$ cat config.mk
export PLATFORM = sky130hd
export DESIGN_NAME = mod_n_t_counter
export DESIGN_NICKNAME = d
export VERILOG_FILES = /design/src/rtl/mod_n_t_counter.sv
export SDC_FILE = /design/constraint.sdc
export NUM_CORES = 1
export LEC_CHECK = 0
export ABC_AREA = 0
export BUFFER_PORTS_ARGS = -buffer_cell sky130_fd_sc_hd__buf_2
export CAP_MARGIN = 5
export CORE_AREA = 2 2 39 41
export CTS_BUF_LIST = sky130_fd_sc_hd__clkbuf_2
export DETAILED_ROUTE_END_ITERATION = 8
export DIE_AREA = 0 0 41 43
export MAX_ROUTING_LAYER = met4
export PLACE_DENSITY = 0.55
export SETUP_SLACK_MARGIN = 0.5
export SYNTH_ARGS = -nofsm -noshare
export SYNTH_HDL_FRONTEND = slang
export SYNTH_SLANG_ARGS = --single-unit
$ cat constraint.sdc
create_clock -name clk -period 3.22 [get_ports clk]
set_clock_uncertainty 0.05 [all_clocks]
set_input_delay 0.161 -clock clk [delete_from_list [all_inputs] [get_ports clk]]
set_output_delay 0.161 -clock clk [all_outputs]
set_load 0.02 [all_outputs]
$ cat src/rtl/mod_n_t_counter.sv
// Modulo-N up/down counter built from T-type stages.
// Supports terminal-count flag, wrap pulse and clamped parallel load.
module mod_n_t_counter #(
  parameter int WIDTH   = 4,
  parameter int MAX_VAL = 9
) (
  input  logic             clk,
  input  logic             rst,
  input  logic             en,
  input  logic             up,
  input  logic             load,
  input  logic [WIDTH-1:0] d,
  output logic [WIDTH-1:0] q,
  output logic [WIDTH-1:0] qb,
  output logic             tc,
  output logic             wrap
);

  localparam logic [WIDTH-1:0] LP_MAX = WIDTH'(MAX_VAL);

  logic [WIDTH-1:0] r_q;
  logic             r_wrap;
  logic [WIDTH-1:0] w_t;
  logic [WIDTH-1:0] w_q_nxt;
  logic [WIDTH-1:0] w_load_val;
  logic             w_wrap_nxt;
  logic             w_at_max;
  logic             w_at_zero;
  logic             w_oor;

  assign w_at_max   = (r_q == LP_MAX);
  assign w_at_zero  = (r_q == '0);
  assign w_oor      = (r_q > LP_MAX);
  assign w_load_val = (d > LP_MAX) ? LP_MAX : d;

  // Ripple toggle terms: all-ones prefix for up, all-zeros prefix for down
  always_comb begin : toggle_terms
    logic v_ones;
    logic v_zeros;
    v_ones  = 1'b1;
    v_zeros = 1'b1;
    w_t     = '0;
    for (int i = 0; i < WIDTH; i++) begin
      w_t[i]  = en & (up ? v_ones : v_zeros);
      v_ones  = v_ones & r_q[i];
      v_zeros = v_zeros & ~r_q[i];
    end
  end

  always_comb begin
    w_q_nxt    = r_q;
    w_wrap_nxt = 1'b0;
    if (load) begin
      w_q_nxt = w_load_val;
    end else if (en) begin
      if (w_oor) begin
        w_q_nxt = '0;
      end else if (up && w_at_max) begin
        w_q_nxt    = '0;
        w_wrap_nxt = 1'b1;
      end else if (!up && w_at_zero) begin
        w_q_nxt    = LP_MAX;
        w_wrap_nxt = 1'b1;
      end else begin
        w_q_nxt = r_q ^ w_t;
      end
    end
  end

  always_ff @(posedge clk or posedge rst) begin
    if (rst) begin
      r_q    <= '0;
      r_wrap <= 1'b0;
    end else begin
      r_q    <= w_q_nxt;
      r_wrap <= w_wrap_nxt;
    end
  end

  assign q    = r_q;
  assign qb   = ~r_q;
  assign wrap = r_wrap;
  assign tc   = en & ((up & w_at_max) | (~up & w_at_zero));

endmodule

**After elaboration in Yosys (flattened, before gate mapping)**

Cells that the tools add are included.

- Register bits: 5
- Logic and storage cells: 41

- Magnitude comparators: 2
- Equality and inequality tests: 1
- Multiplexer cells: 14
- Bitwise logic cells: 17
- Reduce and logical (&&, ||, !) cells: 5

Operators with widths:

| cell | count |
|---|---|
| $mux W4 | 6 |
| $and A1 B1 Y1 | 10 |
| $gt A4 B4 Y1 const B | 2 |
| $mux W1 | 8 |
| $eq A4 B4 Y1 const B | 1 |
| $logic_not A4 Y1 | 1 |
| $not A1 Y1 | 4 |
| $not A4 Y4 | 1 |
| $xor A4 B4 Y4 | 1 |
| $logic_and A1 B1 Y1 | 2 |
| $reduce_bool A2 Y1 | 1 |
| $logic_not A1 Y1 | 1 |
| $or A1 B1 Y1 | 1 |

**Longest topological paths before layout**

Gate-level depths: netlist of the first run.

- Depth in word-level cells: 11
- Mapped depth: 5
- Depth with buffers taken out: 4

**Worst setup path before layout of the first run**

No wires, ideal clock.

- Kind: register -> register
- Start point: register r_q[0], in the netlist q[0]
- End point: register r_wrap, in the netlist wrap
- Setup time: 73 ps
- Data arrival time: 1621 ps
- Path slack: 1476 ps
- Cell stages (with the launch flop): 5
- Clock period less this slack: 1744 ps
- Cell sequence: dfrtp_1 > buf_6 > or3_2 > a21oi_1 > nor2b_1

- Word-level cells in the longest chain between the ends: 7
- Elaborated cells between the ends (all ways): 10
- Classes of those cells: 1 x order compare; 1 x eq/ne; 5 x mux; 3 x reduce/logical

RTL lines:

| what | RTL line | text |
|---|---|---|
| from (decl) | 21 | `logic [WIDTH-1:0] r_q;` |
| from (signal assigned) | 75 | `r_q <= w_q_nxt;` |
| $logic_not A4 Y1 | 32 | `assign w_at_zero = (r_q == '0);` |
| $logic_and A1 B1 Y1 | 61 | `end else if (!up && w_at_zero) begin` |
| $mux W1 | 61 |  |
| $mux W1 | 58 | `end else if (up && w_at_max) begin` |
| $mux W1 * | 56 | `if (w_oor) begin` |
| $mux W1 * | 55 | `end else if (en) begin` |
| $mux W1 * | 53 | `if (load) begin` |
| via w_wrap_nxt | 26 | `logic w_wrap_nxt;` |
| to (signal assigned) | 76 | `r_wrap <= w_wrap_nxt;` |
| to (decl) | 22 | `logic r_wrap;` |

The timed path passes the listed nets; every way through them passes the cells marked *.
A chain may end at the register's enable or synchronous reset.

**Worst setup path in the final report of the first run**

- Start point: register r_q[0], in the netlist q[0]
- End point: output tc

- Word-level cells in the longest chain between the ends: 4
- Elaborated cells between the ends (all ways): 6
- Classes of those cells: 1 x eq/ne; 4 x bitwise; 1 x reduce/logical

RTL lines:

| what | RTL line | text |
|---|---|---|
| $eq A4 B4 Y1 or $logic_not A4 Y1 (tied branches) | 31, 32 |  |
| $and A1 B1 Y1 | 83 | `assign tc = en & ((up & w_at_max) \| (~up & w_at_zero));` |
| $or A1 B1 Y1 * | 83 |  |
| $and A1 B1 Y1 * | 83 |  |
| to (decl) | 15 | `output logic tc,` |

Every way passes the cells marked *; elsewhere a longest branch is shown, timed or not.

==> reports/results.tsv, run 1 <==
stage	metric	value	unit
synth	yosys.area.top_type	dfrtp_1	
synth	synth_common_cells	inv_1, dfrtp_1, nand2_1	
synth	synth-main-ff-cell	dfrtp_1	
setup_path	arrival	1.55	ns
power_and_ir_drop	swShare	0.425	
global_route	grt_pass1_vias	372	
power_and_ir_drop	pwr-share-comb	0.371	
sta	maxSlewHeadroom	0.792	
placement	dpl.hpwl	830	µm
setup_path	criticalPathCategory	flip-flop to output pin	
sta	drv_slew	0	
setup_path	path_cells	or3_2 -> a21oi_1 -> buf_2	
route	wl_per_cell	12.6	µm
clock_network	cts_tree	built	
setup_path	r2r_start	q[2]$_DFFE_PP0P_	
synth	synth.avg_cell_area	7.96	µm²
die	die_w	41	µm
clock_network	numCtsBuffers	3	
power_and_ir_drop	ir_drop	0.000129	V
worst_hold_path	hp-start	load	
global_route	track_usage	0.155	
synth	netlist.area_leader.share	0.334	
setup_path	crit_fanout	10	
worst_hold_path	holdPathEnd	wrap$_DFF_PP0_	
die	ios	19	
placement	post_dp_cell_area	468	µm²
synth	yosys-top-cells-area	dfrtp_1, a32oi_1, inv_1	
outcome	outcome	finished clean	
synth	synth_nets	56	
job	drv_cap	0	
finish	areaGrowthSynthToFinish	33.1	%
die	core-area	1380	µm²
clock_network	h-tree-depth	1	
clock_network	path_clk_slew	0.07	ns
global_route	antenna_found_initial	0	
synth	yosysUniqueCellTypes	21	
route	drc	0	
sta	period_share	0.548	
sta	fmax	567	MHz
setup_path	crit_family	flip-flops	
synth	ys_ff_latch	5	
synth	yosysWarnings	0	
finish	drive_gt1_frac	0.353	
synth	syn_area	374	µm²
setup_path	cp.required	3.01	ns
setup_path	startpoint_type	flip-flop	
worst_hold_path	hold_depth	2	
route	drt.antenna.violating_nets	0	
sta	setup-violations-final	0	
sta	finalHoldViolations	0	
finish	diodes	0	
synth	synth_most_common_cell	inv_1	
route	top_layer	met4	
finish	final_util	0.360	
die	initial_core_util	0.270	
power_and_ir_drop	switching_power	102	µW
setup_path	slowest_stage	dfrtp_1	
synth	ys_seq_area_frac	0.334	
clock_network	clock_latency	0.23	ns
global_route	grt_pass1_wl	1720	µm
setup_path	rr_worst_depth	4	
die	die_area	1760	µm²
route	first_pass_iters	2	
route	drt_first_iter_violations	4	
setup_path	r2r_setup_slack	1.52	ns
setup_path	end_kind	output pin	
synth	async_flop_share	1.00	
clock_network	cts_buffer_depth	2	
power_and_ir_drop	p_seq_frac	0.359	
clock_network	clock-root-buffer	clkbuf_2	
route	routed_wl	1060	µm
route	vias_per_cell	4.95	
setup_path	r2r-end	q[2]$_DFFE_PP0P_	
synth	synth_edf_count	0	
clock_network	cts_sinks	5	
placement	portBuffers	18	
sta	layout_min_cycle_time	1.76	ns
route	wl_met2	470	µm
global_route	grt-ovfl-total	0	
power_and_ir_drop	p_int	138	µW
sta	tightest_slew	0.313	ns
die	die_h	43	µm
die	row_count	14	
worst_hold_path	hold_path.class	input pin to flip-flop	
route	vias	416	
setup_path	path_buf_inv	1	
power_and_ir_drop	power_leakage	0.000247	µW
finish	final_nets	78	
setup_path	cpPeakStageDelay	0.49	ns
power_and_ir_drop	p_clk_frac	0.270	
route	wl_met3	67	µm
global_route	grt_max_degree	11	
placement	finalWeightedCongestion	0.848	
route	wl_met1	490	µm
synth	synth_cells	47	
sta	fin_tns_setup	0	ns
finish	fin_area	498	µm²
power_and_ir_drop	power_density	481	nW/µm²
sta	rsz0062_at_grt	no	
==> flip-flops by register name, indices dropped and copies added, names as in the netlist <==
signal and cells:
q 4, wrap 1
==> placed cells by master (no fill, tap or decap), drive strengths merged <==
master       count
mux2             1
nor2b            2
or4              2
nand3            1
clkbuf           4
nand2            5
dfrtp            5
dlygate4sd3      1
or3              2
o21a             1
o31ai            1
nor2             3
a32oi            4
xnor2            1
buf             18
a21oi            3
o211ai           2
nand4            1
inv              8
a221o            1
o21ai            2
==> power by group through the flow <==
stage | Combinational (µW) | Sequential (µW) | Clock, µW
after floorplan | 53.5 | 91.6 | 0
after global placement | 89.2 | 85.7 | 0
after detailed placement | 88.9 | 87.0 | 0
after CTS | 90.1 | 85.7 | 65.5
after global routing | 98.9 | 88.7 | 70.2
final | 88.9 | 85.9 | 64.7
==> layer usage <==
metal,global-route usage,vias up
li1,-,211
met1,0.211,187
met2,0.191,14
met3,0.0471,4
met4,0.100,0
met5,-,-
==> cell families (layout without fill, tap and decap cells) <==
logic type | Yosys count | after routing | synth area share
buffers and inverters | 10 | 31 | 0.124
AOI/OAI and AO/OA | 14 | 14 | 0.268
and+or+nand+nor | 16 | 16 | 0.221
xor gates and xnor gates | 1 | 1 | 0.0234
muxes | 1 | 1 | 0.0301
DFF | 5 | 5 | 0.334
==> per-stage QoR <==
stage	worst slack, ns	total power (µW)	std cells	hold slack [ns]
floorplan	1.48	145	47	-0.110
global route	1.39	258	84	0.152
finish	1.46	239	84	0.145
global placement	1.59	175	79	0.0345
detailed placement	1.55	176	79	0.0398
CTS	1.46	241	84	0.144
==> what timing repair did <==
action,in CTS,in global routing
setup buffers,0,0
resized for setup,0,0
hold endpoints to repair,5,0
hold buffers,1,0
==> worst max path at each step <==
stage                           from          endpoint  slack [ns]  cells past startpoint
finish              q[0]$_DFFE_PP0P_                tc        1.46                      3
global route        q[2]$_DFFE_PP0P_  q[2]$_DFFE_PP0P_        1.39                      4
CTS                 q[0]$_DFFE_PP0P_                tc        1.46                      3
detailed placement  q[2]$_DFFE_PP0P_  q[2]$_DFFE_PP0P_        1.55                      4
global placement    q[2]$_DFFE_PP0P_  q[2]$_DFFE_PP0P_        1.59                      4
floorplan           q[0]$_DFFE_PP0P_    wrap$_DFF_PP0_        1.48                      4
==> area by class of cell <==
| cell class | count | area (µm²) |
|---|---|---|
| timing repair buffer | 19 | 100 |
| fill | 153 | 886 |
| multi-input combinational | 32 | 203 |
| sequential | 5 | 125 |
| tap | 16 | 20.0 |
| inverter | 8 | 30.0 |
| clock buffer | 4 | 20.0 |
No activity file was read; power rests on OpenSTA's default activity.
==> inputs of run 2 (changes only) <==
Clock period 3.22 ns to 1.7 ns, I/O delays scaled along.
==> run 2 against run 1 <==
Cell count rose by 11%. Largest cell class unchanged. Critical path type is now flip-flop to flip-flop. Global-route usage rose by 0.17 points. Routed wire length rose by 9.6%. Clock-buffer cell count did not move. Worst setup slack got worse by 1.4 ns. Critical path depth rose by 2. Flip-flop and latch count did not move. Non-clock buffer count rose by 9. Combinational power rose to 2.9 times the previous value.
==> reports/results.tsv, run 2 (synthesized netlist as in run 1, its figures left out) <==
stage	metric	value	unit	change
route	drt.antenna.violating_nets	0		unchanged
route	drc	0		unchanged
die	row_count	14		unchanged
sta	setup-violations-final	0		unchanged
setup_path	r2r_start	q[0]$_DFFE_PP0P_		
route	wl_per_cell	12.5	µm	-0.99%
finish	final_util	0.467		+0.107
placement	finalWeightedCongestion	0.844		-0.44%
die	ios	19		unchanged
power_and_ir_drop	power_density	833	nW/µm²	+73%
power_and_ir_drop	power_leakage	0.000307	µW	+24%
clock_network	clock-root-buffer	clkbuf_2		
clock_network	h-tree-depth	1		unchanged
placement	portBuffers	18		unchanged
global_route	grt_pass1_vias	424		+14%
setup_path	rr_worst_depth	5		+1
setup_path	criticalPathCategory	flip-flop to flip-flop		
setup_path	path_cells	buf_6 -> or3_4 -> o21a_1 -> or4_1 -> o211ai_1		
placement	dpl.hpwl	871	µm	+4.9%
worst_hold_path	hold_path.class	input pin to flip-flop		
clock_network	cts_sinks	5		unchanged
global_route	grt_max_degree	10		-1
setup_path	end_kind	flip-flop		
clock_network	numCtsBuffers	3		unchanged
setup_path	cpPeakStageDelay	0.42	ns	-0.07 ns
worst_hold_path	hp-start	d[0]		
sta	rsz0062_at_grt	yes		
setup_path	crit_family	simple AND/OR/NAND/NOR gates		
route	vias_per_cell	5.14		+3.8%
die	core-area	1380	µm²	unchanged
worst_hold_path	hold_depth	3		+1
route	vias	478		+15%
setup_path	slowest_stage	dfrtp_2		
sta	fmax	605	MHz	
route	first_pass_iters	4		+2
clock_network	clock_latency	0.23	ns	about the same
clock_network	cts_buffer_depth	2		unchanged
global_route	grt-ovfl-total	0		unchanged
setup_path	startpoint_type	flip-flop		
finish	final_nets	87		+12%
setup_path	crit_fanout	3		-7
sta	finalHoldViolations	0		unchanged
finish	layout_commonest_cell	buf_2		
die	die_h	43	µm	unchanged
global_route	antenna_found_initial	0		unchanged
sta	tightest_slew	0.225	ns	-0.0873 ns
clock_network	cts_tree	built		
sta	maxSlewHeadroom	0.850		+0.0580
power_and_ir_drop	ir_drop	0.000327	V	+150%
setup_path	crit_cells	5		+2
sta	layout_min_cycle_time	1.65	ns	
finish	areaGrowthSynthToFinish	72.6	%	
sta	fin_tns_setup	0	ns	unchanged
finish	layout_common_cells	buf_2, inv_1, buf_4, nand2_1		
finish	largest_reg_flops	4		unchanged
sta	period_share	0.973		
global_route	grt_pass1_wl	1770	µm	+3.2%
finish	drive_gt1_frac	0.558		+0.206
route	routed_wl	1160	µm	+9.6%
setup_path	r2r_setup_slack	0.05	ns	-1.47 ns
finish	diodes	0		unchanged
setup_path	r2r-end	q[2]$_DFFE_PP0P_		
worst_hold_path	holdPathEnd	q[0]$_DFFE_PP0P_		
global_route	track_usage	0.157		+0.00174
outcome	outcome	finished clean		
setup_path	arrival	1.74	ns	+0.19 ns
finish	fillers	147		-3.9%
die	initial_core_util	0.270		unchanged
sta	drv_slew	0		unchanged
clock_network	path_clk_slew	0.07	ns	about the same
route	drt_first_iter_violations	15		+11
die	die_w	41	µm	unchanged
setup_path	cp.required	1.79	ns	-1.22 ns
setup_path	path_buf_inv	1		unchanged
setup_path	crit_start	q[0]$_DFFE_PP0P_		
job	drv_cap	0		unchanged
die	die_area	1760	µm²	unchanged
run 2: cell types whose count changed in the layout (fill, tap and decap cells not counted), sizes merged:
cell / previous run / this run
buf: 18 / 27
run 2: how the worst max path moves through the flow:
stage / end / slack (ns)
after detailed placement: q[2]$_DFFE_PP0P_ / 0.1
after floorplan: q[2]$_DFFE_PP0P_ / 0.07
after global placement: q[2]$_DFFE_PP0P_ / 0.12
after CTS: q[2]$_DFFE_PP0P_ / 0.06
after global routing: q[2]$_DFFE_PP0P_ / 0.004
final: q[2]$_DFFE_PP0P_ / 0.05
run 2: power breakdown:
| group | switching [µW] | leakage (µW) | internal [µW] |
|---|---|---|---|
| clock | 54.7 | 0.0000166 | 62.4 |
| combinational | 136 | 0.000229 | 125 |
| sequential | 24.3 | 0.0000609 | 135 |
| total | 215 | 0.000307 | 323 |
run 2: repair_timing:
action                                 in CTS  in global routing
endpoints found under the hold margin       5                  0
setup endpoints to repair                   6                  8
pin swaps                                   5                  5
resized for setup                           7                  6
gates cloned                                0                  0
buffers inserted                            5                  1
hold buffers                                1                  0
run 2: area by class of cell:
type | count | area (µm²) | area share
repair buffers | 28 | 188 | 0.291
inverters | 8 | 30.0 | 0.0465
clock buffers | 4 | 20.0 | 0.0310
well taps | 16 | 20.0 | 0.0310
multi-input cells | 32 | 260 | 0.403
flip-flops and latches | 5 | 128 | 0.198
run 2: routing by layer:
layer / global-route usage / up-vias / wire length (µm)
met5: - / - / 0
met3: 0.0942 / 2 / 98
met4: 0.0267 / 0 / 12
li1: - / 229 / -
met1: 0.177 / 225 / 458
met2: 0.234 / 22 / 592
run 2: per-stage QoR:
stage / total power, µW / area, µm² / hold WS (ns) / std cells / worst slack (ns)
floorplan: 290 / 399 / -0.187 / 47 / 0.0671
global placement: 366 / 515 / -0.0486 / 82 / 0.119
detailed placement: 367 / 515 / -0.0410 / 82 / 0.0961
CTS: 527 / 619 / 0.0550 / 92 / 0.0593
global route: 581 / 646 / 0.0538 / 93 / 0.00442
finish: 538 / 646 / 0.0601 / 93 / 0.0460
run 2: worst min-delay path, delay by kind of cell:
| family | cells | cell delay [ns] |
|---|---|---|
| buffers and inverters | 2 | 0.13 |
| AO/OA/AOI/OAI | 1 | 0.08 |
